==> config.mk <==
export PLATFORM = sky130hd
export DESIGN_NAME = dsp_fir_dec_ctrl
export DESIGN_NICKNAME = d
export VERILOG_FILES = /design/src/rtl/dsp_fir_dec_ctrl.sv
export SDC_FILE = /design/constraint.sdc
export NUM_CORES = 1
export LEC_CHECK = 0
export BUFFER_PORTS_ARGS = -buffer_cell sky130_fd_sc_hd__buf_2
export CAP_MARGIN = 20
export CORE_ASPECT_RATIO = 0.6
export CORE_MARGIN = 2
export CORE_UTILIZATION = 50
export CTS_BUF_LIST = sky130_fd_sc_hd__clkbuf_2
export CTS_CLUSTER_SIZE = 16
export DETAILED_ROUTE_END_ITERATION = 16
export PLACE_DENSITY = 0.73
export SYNTH_ARGS = -nofsm -noshare
export SYNTH_HDL_FRONTEND = slang
export SYNTH_SLANG_ARGS = --single-unit
==> constraint.sdc <==
create_clock -name clk -period 2.4 [get_ports clk]
set_input_delay 0.48 -clock clk [delete_from_list [all_inputs] [get_ports clk]]
set_output_delay 0.48 -clock clk [all_outputs]
set_load 0.05 [all_outputs]
==> src/rtl/dsp_fir_dec_ctrl.sv <==
// Sequencer and configuration controller for dsp_fir_dec.
// Paces upstream samples into the filter at one per CLOCK_PER_SAMPLE cycles,
// keeps a host-writable shadow coefficient bank, and on request drains the
// filter, streams the bank into it and clears its delay line.
//
// state    | meaning
// ---------+-------------------------------------------------------------
// ST_RUN   | normal operation, samples accepted when the slot is free
// ST_DRAIN | reload requested, waiting out the current sample slot
// ST_LOAD  | one read-prefetch cycle, then N_COE coefficient writes
// ST_FLUSH | single cycle: clear filter state, signal reload done
module dsp_fir_dec_ctrl #(
   parameter int W_DIN            = 16,
   parameter int W_COE            = 16,
   parameter int N_COE            = 57,
   parameter int W_ADDR           = 6,
   parameter int CLOCK_PER_SAMPLE = 30
) (
   input  logic              clk,
   input  logic              rst_n,
   input  logic              enable,
   input  logic [W_DIN-1:0]  s_data,
   input  logic              s_valid,
   output logic              s_ready,
   output logic [W_DIN-1:0]  f_din,
   output logic              f_din_val,
   output logic              f_coe_we,
   output logic [W_ADDR-1:0] f_coe_addr,
   output logic [W_COE-1:0]  f_coe_data,
   output logic              f_clr,
   input  logic              cfg_we,
   input  logic [W_ADDR-1:0] cfg_addr,
   input  logic [W_COE-1:0]  cfg_data,
   input  logic              cfg_load,
   output logic              cfg_busy,
   output logic              cfg_done,
   output logic              cfg_err
);

   localparam int W_CNT = $clog2(CLOCK_PER_SAMPLE);
   localparam logic [W_CNT-1:0]  CNT_RELOAD = W_CNT'(CLOCK_PER_SAMPLE - 1);
   // One extra bit so the pointer can reach N_COE even when N_COE == 2^W_ADDR.
   localparam logic [W_ADDR:0]   N_COE_W    = (W_ADDR + 1)'(N_COE);

   typedef enum logic [1:0] {
      ST_RUN   = 2'd0,
      ST_DRAIN = 2'd1,
      ST_LOAD  = 2'd2,
      ST_FLUSH = 2'd3
   } state_t;

   state_t             state_q, state_d;
   logic [W_CNT-1:0]   cnt_q, cnt_d;
   logic [W_ADDR:0]    ptr_q, ptr_d;
   logic [W_DIN-1:0]   din_q;
   logic               din_val_q;
   logic               coe_we_q;
   logic [W_ADDR-1:0]  coe_addr_q;
   logic [W_COE-1:0]   coe_data_q;
   logic               err_q, err_d;
   logic               issue;
   logic               accept;
   logic               cfg_wr_bad;
   logic               cfg_wr_ok;

   logic [W_COE-1:0]   shadow_mem [N_COE];

   // rst_n gates ready so it reads 0 while reset is held, whatever enable does.
   assign s_ready    = rst_n && (state_q == ST_RUN) && enable && (cnt_q == '0);
   assign accept     = s_valid && s_ready;
   assign cfg_wr_bad = cfg_we && (({1'b0, cfg_addr} >= N_COE_W) || (state_q == ST_LOAD));
   assign cfg_wr_ok  = cfg_we && !cfg_wr_bad;

   // Next state and coefficient read pointer.
   always_comb begin
      state_d = state_q;
      ptr_d   = ptr_q;
      issue   = 1'b0;
      case (state_q)
         ST_RUN: begin
            if (cfg_load) state_d = ST_DRAIN;
         end
         ST_DRAIN: begin
            if (cnt_q == '0) begin
               state_d = ST_LOAD;
               ptr_d   = '0;
            end
         end
         ST_LOAD: begin
            // Reads issued here surface on the filter port one cycle later,
            // which makes the first LOAD cycle the prefetch.
            if (ptr_q == N_COE_W) begin
               state_d = ST_FLUSH;
            end else begin
               issue = 1'b1;
               ptr_d = ptr_q + 1'b1;
            end
         end
         ST_FLUSH: begin
            state_d = ST_RUN;
         end
         default: begin
            state_d = ST_RUN;
         end
      endcase
   end

   // Slot down-counter and sticky error flag; a bad write wins over a clear.
   always_comb begin
      cnt_d = cnt_q;
      if (accept) cnt_d = CNT_RELOAD;
      else if (cnt_q != '0) cnt_d = cnt_q - 1'b1;
      err_d = err_q;
      if ((state_q == ST_RUN) && cfg_load) err_d = 1'b0;
      if (cfg_wr_bad) err_d = 1'b1;
   end

   // Control, sample and coefficient output registers.
   always_ff @(posedge clk or negedge rst_n) begin
      if (!rst_n) begin
         state_q    <= ST_RUN;
         cnt_q      <= '0;
         ptr_q      <= '0;
         din_q      <= '0;
         din_val_q  <= 1'b0;
         coe_we_q   <= 1'b0;
         coe_addr_q <= '0;
         coe_data_q <= '0;
         err_q      <= 1'b0;
      end else begin
         state_q   <= state_d;
         cnt_q     <= cnt_d;
         ptr_q     <= ptr_d;
         err_q     <= err_d;
         din_val_q <= accept;
         if (accept) din_q <= s_data;
         coe_we_q <= issue;
         if (issue) begin
            coe_addr_q <= ptr_q[W_ADDR-1:0];
            coe_data_q <= shadow_mem[ptr_q[W_ADDR-1:0]];
         end else begin
            coe_addr_q <= '0;
            coe_data_q <= '0;
         end
      end
   end

   // Shadow coefficient bank, deliberately not reset.
   always_ff @(posedge clk) begin
      if (cfg_wr_ok) shadow_mem[cfg_addr] <= cfg_data;
   end

   assign f_din      = din_q;
   assign f_din_val  = din_val_q;
   assign f_coe_we   = coe_we_q;
   assign f_coe_addr = coe_addr_q;
   assign f_coe_data = coe_data_q;
   assign f_clr      = (state_q == ST_FLUSH);
   assign cfg_done   = (state_q == ST_FLUSH);
   assign cfg_busy   = (state_q != ST_RUN);
   assign cfg_err    = err_q;

endmodule

==> flow_summary.ini, run 1 <==
[routing]
drc = 0
initialDrtViolationCount = 3277
via_count = 21498
drt_first_pass_iters = 5
wl_mm = 106
post_drt_wl_per_cell_um = 30.5
drt-vias-per-instance = 6.20
ant_nets = 0

[sta]
min_period_over_period_pct = 136
max_freq_ghz = 0.307
finalCriticalPeriod_ns = 3.25
setup_viol = 581
finalMaxSlewViolations = 0
clock_skew_ns = 0.0769
rsz0062_at_grt = true
max_slew_margin_pct = 39.9
hold_viol_final = 0
setup_slack_ns = -0.854
tightest_slew_ns = 0.902

[global_routing]
grt_max_degree = 58
gr-total-overflow = 0
grt_pass1_vias = 20818
grt_usage_pct = 26.6
grt_first_pass_wirelength_mm = 144
antenna_found_initial = 3

[placement]
portBuffers = 88
dp_hpwl_mm = 60.0
gp_congestion = 0.872
dp.cells = 2969

[layout]
multi_input_comb_area_um2 = 8940
drive_gt1_share_pct = 45.9
ff_latch_area_um2 = 28800
syn2layout_area_growth_pct = 25.2
nFillCells = 4773
nets = 2388
fin_cells = 3469

[power]
power.density_nw_per_um2 = 622
vdd_drop_max_v = 0.000450
power.total_mw = 28.9
cellLeakagePower_nw = 16.2

[die]
die_h_um = 215
fp-row-count = 77
io_pins = 89
dieArea_um2 = 76500
coreArea_um2 = 73500
die_width_um = 356
start_util_pct = 50.5

[synthesis]
synth_area_per_cell_um2 = 21.1
ys_seq_area_share_pct = 77.5
ys.flop_type = edfxtp_1
netlist_area_um2 = 37100
ys_seq_elements = 967
syn_inst = 1762
synth_edf_count = 912
synthArstFlopShare_pct = 5.69
yosysUniqueCellTypes = 51
syn-num-nets = 1814
yosysWarnings = 0

[worst_setup_path]
crit_end = s_ready
cp-end-kind = primary output
crit_chain = inv_2 -> ha_4 -> or4b_4 -> nor2_4 -> buf_6
arrival_ns = 2.77
crit_type = reg -> out
startpoint_type = flip-flop
reg2reg_from = state_q[1]
required_ns = 1.92
rr_endpoint = shadow_mem[19][6]
slowest_stage = or4b_4
cpPeakStageDelay_ns = 0.48
crit_fanout = 3
r2r_cells = 11
reg2reg_slack_ns = -0.19
startpoint = cnt_q[0]

[run]
drv_cap = 0

[outcome]
status = complete, but fails checks
violations = setup timing

[clock_tree]
tritoncts = yes
cts_buffer_depth = 3
numCtsBuffers = 199
clockRootBuffer = clkbuf_2
clk_pin_slew_worst_paths_ns = 0.11
insertion_delay_ns = 1.43
clock-sinks = 967
htreeDepth = 4

[hold_path]
hold-path-cell-count = 4
hp-class = in -> reg
==> registers in the layout, indices dropped and copies added, names as in the netlist <==
signal / flops
shadow_mem: 912
f_coe_data: 16
f_din: 16
ptr_q: 7
f_coe_addr: 6
cnt_q: 5
state_q: 2
cfg_err: 1
f_coe_we: 1
f_din_val: 1
==> layout by cell type (no fill, tap or decap), drive strengths merged, types with 12 or more instances in the layout <==
cell	instances
edfxtp	912
buf	394
clkbuf	317
mux4	190
mux2i	81
nor2	79
dlygate4sd3	65
dfrtp	55
a22oi	48
nand2	47
a211oi	30
clkinv	23
o21ai	22
mux2	19
a22o	19
a21oi	19
inv	17
o221ai	16
o22ai	14
a221o	12
==> worst max-delay path: cells and delay by family (launching register included) <==
family                     cells  cell delay, ns
and+or+nand+nor                2            0.60
DFF                            1            0.42
buffers and inverters          2            0.25
adders and majority gates      1            0.12
==> synth_stat cells, types with 16 or more instances <==
cell	n	area [um2]
edfxtp_1	912	27400
mux4_2	190	4280
mux2i_1	81	811
nor2_1	79	297
dfrtp_1	55	1380
a22oi_1	48	360
clkbuf_1	48	180
nand2_1	47	176
a211oi_1	30	225
o21ai_0	22	110
a21oi_1	19	95.1
a22o_1	19	166
mux2_2	19	214
buf_2	16	80.1
o221ai_1	16	140
==> per-layer routing <==
metal	wire (um)	track usage [%]	share of wire (%)
met1	42300	38.7	40
met2	46100	36.8	44
met3	16200	12.2	15
met4	1330	6.43	1.3
met5	13	0	0.012
==> repair_timing <==
action,in CTS,in global routing
buffers inserted,29,46
gates cloned,7,14
hold buffers,65,1
endpoints found under the setup margin,175,679
pin swaps,34,79
hold endpoints to repair,1879,12
resized for setup,250,191
==> worst min-delay path by stage <==
stage | from | to
floorplan | rst_n | cfg_err
global placement | cnt_q[4] | cnt_q[4]
detailed placement | f_din[1] | f_din[1]
CTS | cfg_data[6] | shadow_mem[9][6]
global route | cfg_data[6] | shadow_mem[27][6]
finish | cfg_we | cfg_err
==> stage by stage <==
| stage | setup WS [ns] | TNS, ns | hold slack [ns] | instance area (um2) | util (%) |
|---|---|---|---|---|---|
| after global placement | -0.309 | -2.68 | 0.478 | 41100 | 56.0 |
| after global routing | -1.07 | -74.30 | -0.0136 | 46400 | 63.2 |
| final | -0.854 | -36.87 | 0.120 | 46500 | 63.2 |
| after CTS | -0.976 | -11.30 | 0.0279 | 44900 | 61.1 |
| after floorplan | -0.123 | -53.47 | 0.184 | 37200 | - |
| after detailed placement | -0.389 | -3.77 | 0.487 | 41100 | 56.0 |
==> where the power goes <==
part           switching (mW)  total [mW]  internal (mW)
registers        0.0000000390        18.4           18.4
logic                   0.397       0.533          0.136
clock network            6.30        9.94           3.64
total                    6.70        28.9           22.2
==> area by class of cell <==
type                    instances  area share [%]
multi-input cells             684            19.3
diodes                          9          0.0485
inverters                      10          0.0862
well taps                     987            2.66
clock inverters                35           0.498
clock buffers                 303            3.26
flip-flops and latches        967            62.0
repair buffers                474            12.2
==> cell families after synthesis <==
logic type      Yosys count  share of synthesized area, %
xor+xnor                  3                        0.0708
mux                     290                          14.3
buf+inv                 111                          1.51
compound gates          209                          4.19
flops                   967                          77.5
fa+ha+maj                 8                         0.270
simple gates            174                          2.13
Power figures use the tool's default switching activity.
==> run 2: changes to the inputs <==
--- a/config.mk
+++ b/config.mk
@@ -14,6 +14,7 @@
 export CTS_CLUSTER_SIZE = 16
 export DETAILED_ROUTE_END_ITERATION = 16
 export PLACE_DENSITY = 0.73
+export SKIP_CTS_REPAIR_TIMING = 1
 export SYNTH_ARGS = -nofsm -noshare
 export SYNTH_HDL_FRONTEND = slang
 export SYNTH_SLANG_ARGS = --single-unit
==> flow_summary.ini, run 2 (synthesis gave the netlist of run 1 again) <==
[placement]
gp_congestion = 0.872
portBuffers = 88
dp_hpwl_mm = 60.0
dp.cells = 2969
pre_cts_ws_ns = -0.389

[global_routing]
grt_pass1_vias = 19920
grt_usage_pct = 25.4
grt_max_degree = 58
antenna_found_initial = 6
gr-total-overflow = 0
grt_first_pass_wirelength_mm = 138

[layout]
nets = 2371
multi_input_comb_area_um2 = 8570
final_cell_mix = edfxtp_1 (912), clkbuf_2 (303), mux4_2 (190)
nFillCells = 4926
syn2layout_area_growth_pct = 23.0
largest-register = shadow_mem
utilization_pct = 62.1
fin_cells = 3451
largest_reg_flops = 912
ff_latch_area_um2 = 28800
final_common_cell = edfxtp_1
drive_gt1_share_pct = 44.0

[worst_setup_path]
cpPeakStageDelay_ns = 0.49
cp-end-kind = primary output
required_ns = 1.92
crit_fanout = 5
slowest_stage = or4b_4
crit_family = simple AND/OR/NAND/NOR gates
startpoint_type = flip-flop
crit_chain = inv_2 -> ha_4 -> or4b_4 -> nor2_4 -> buf_6
crit_type = reg -> out
arrival_ns = 2.79
path_buf_inv = 2

[die]
start_util_pct = 50.5
dieArea_um2 = 76500
fp-row-count = 77
coreArea_um2 = 73500
die_h_um = 215
die_width_um = 356
io_pins = 89

[routing]
initialDrtViolationCount = 3434
drc = 0
drt_first_pass_iters = 8
post_drt_wl_per_cell_um = 29.9
via_count = 21405
ant_nets = 0
wl_mm = 103
drt-vias-per-instance = 6.20

[clock_tree]
htreeDepth = 4
clk_pin_slew_worst_paths_ns = 0.12
tritoncts = yes
cts_buffer_depth = 3
clock-sinks = 967
numCtsBuffers = 199
insertion_delay_ns = 1.39
clockRootBuffer = clkbuf_2

[sta]
tightest_slew_ns = 0.877
setup_slack_ns = -0.869
max_slew_margin_pct = 41.6
finalMaxSlewViolations = 0
clock_skew_ns = 0.0784
rsz0062_at_grt = true
min_period_over_period_pct = 136
setup_viol = 71
max_freq_ghz = 0.306
hold_viol_final = 0
finalCriticalPeriod_ns = 3.27

[run]
drv_cap = 0

[outcome]
violations = setup timing
status = complete, but fails checks

[power]
vdd_drop_max_v = 0.000452
cellLeakagePower_nw = 16.0
power.density_nw_per_um2 = 632

[hold_path]
hp-class = in -> reg
==> run 2: cell count changes in the layout (fill, tap and decap cells not counted), moves of 5 or more <==
cell,change
buf_16,-5
a211oi_4,-5
nor2_2,+11
buf_12,-7
nor2_4,-30
nor2_1,+19
==> run 2: cell type report <==
type                       instances  area share, %
clock buffer                     303           3.32
clock inverter                    35          0.507
timing repair buffer             457           11.5
antenna                            8         0.0439
multi-input combinational        684           18.8
inverter                          10         0.0822
sequential                       967           63.0
tap                              987           2.71
==> run 2: power breakdown <==
group,internal (mW),leakage (nW),total [mW],switching [mW]
clock,3.64,1.38,9.91,6.27
combinational,0.132,5.75,0.514,0.382
sequential,18.4,8.89,18.4,0.0000000382
total,22.2,16.0,28.8,6.66
==> run 2: path summary, 6_finish.rpt <==
kind | slack, ns | to | cells past startpoint | from
min reg2reg | 0.55 | f_din[1] | 1 | f_din[1]
min | 0.13 | shadow_mem[9][6] | 2 | cfg_data[6]
max in group asynchronous | 1.34 | ptr_q[0] | 4 | rst_n
max | -0.87 | s_ready | 5 | cnt_q[0]
min in group asynchronous | 0.39 | f_din[12] | 4 | rst_n
max reg2reg | -0.22 | f_coe_data[1] | 9 | ptr_q[0]
==> run 2: metrics by stage <==
step / hold slack [ns] / power (mW) / instance area, um2 / TNS (ns)
after CTS: -0.820 / 28.8 / 42900 / -18.49
after global placement: 0.478 / 19.2 / 41100 / -2.68
after global routing: -0.0306 / 29.9 / 45600 / -19.02
after floorplan: 0.184 / 18.8 / 37200 / -53.47
final: 0.132 / 28.8 / 45600 / -8.26
after detailed placement: 0.487 / 19.2 / 41100 / -3.77
==> run 2: metal layers <==
metal	global-route usage, %	wire length, um	vias up
met3	9.80	15200	144
met4	6.33	1520	4
met1	39.5	41700	11045
met5	0	148	-
met2	33.6	44700	1652
li1	-	-	8560
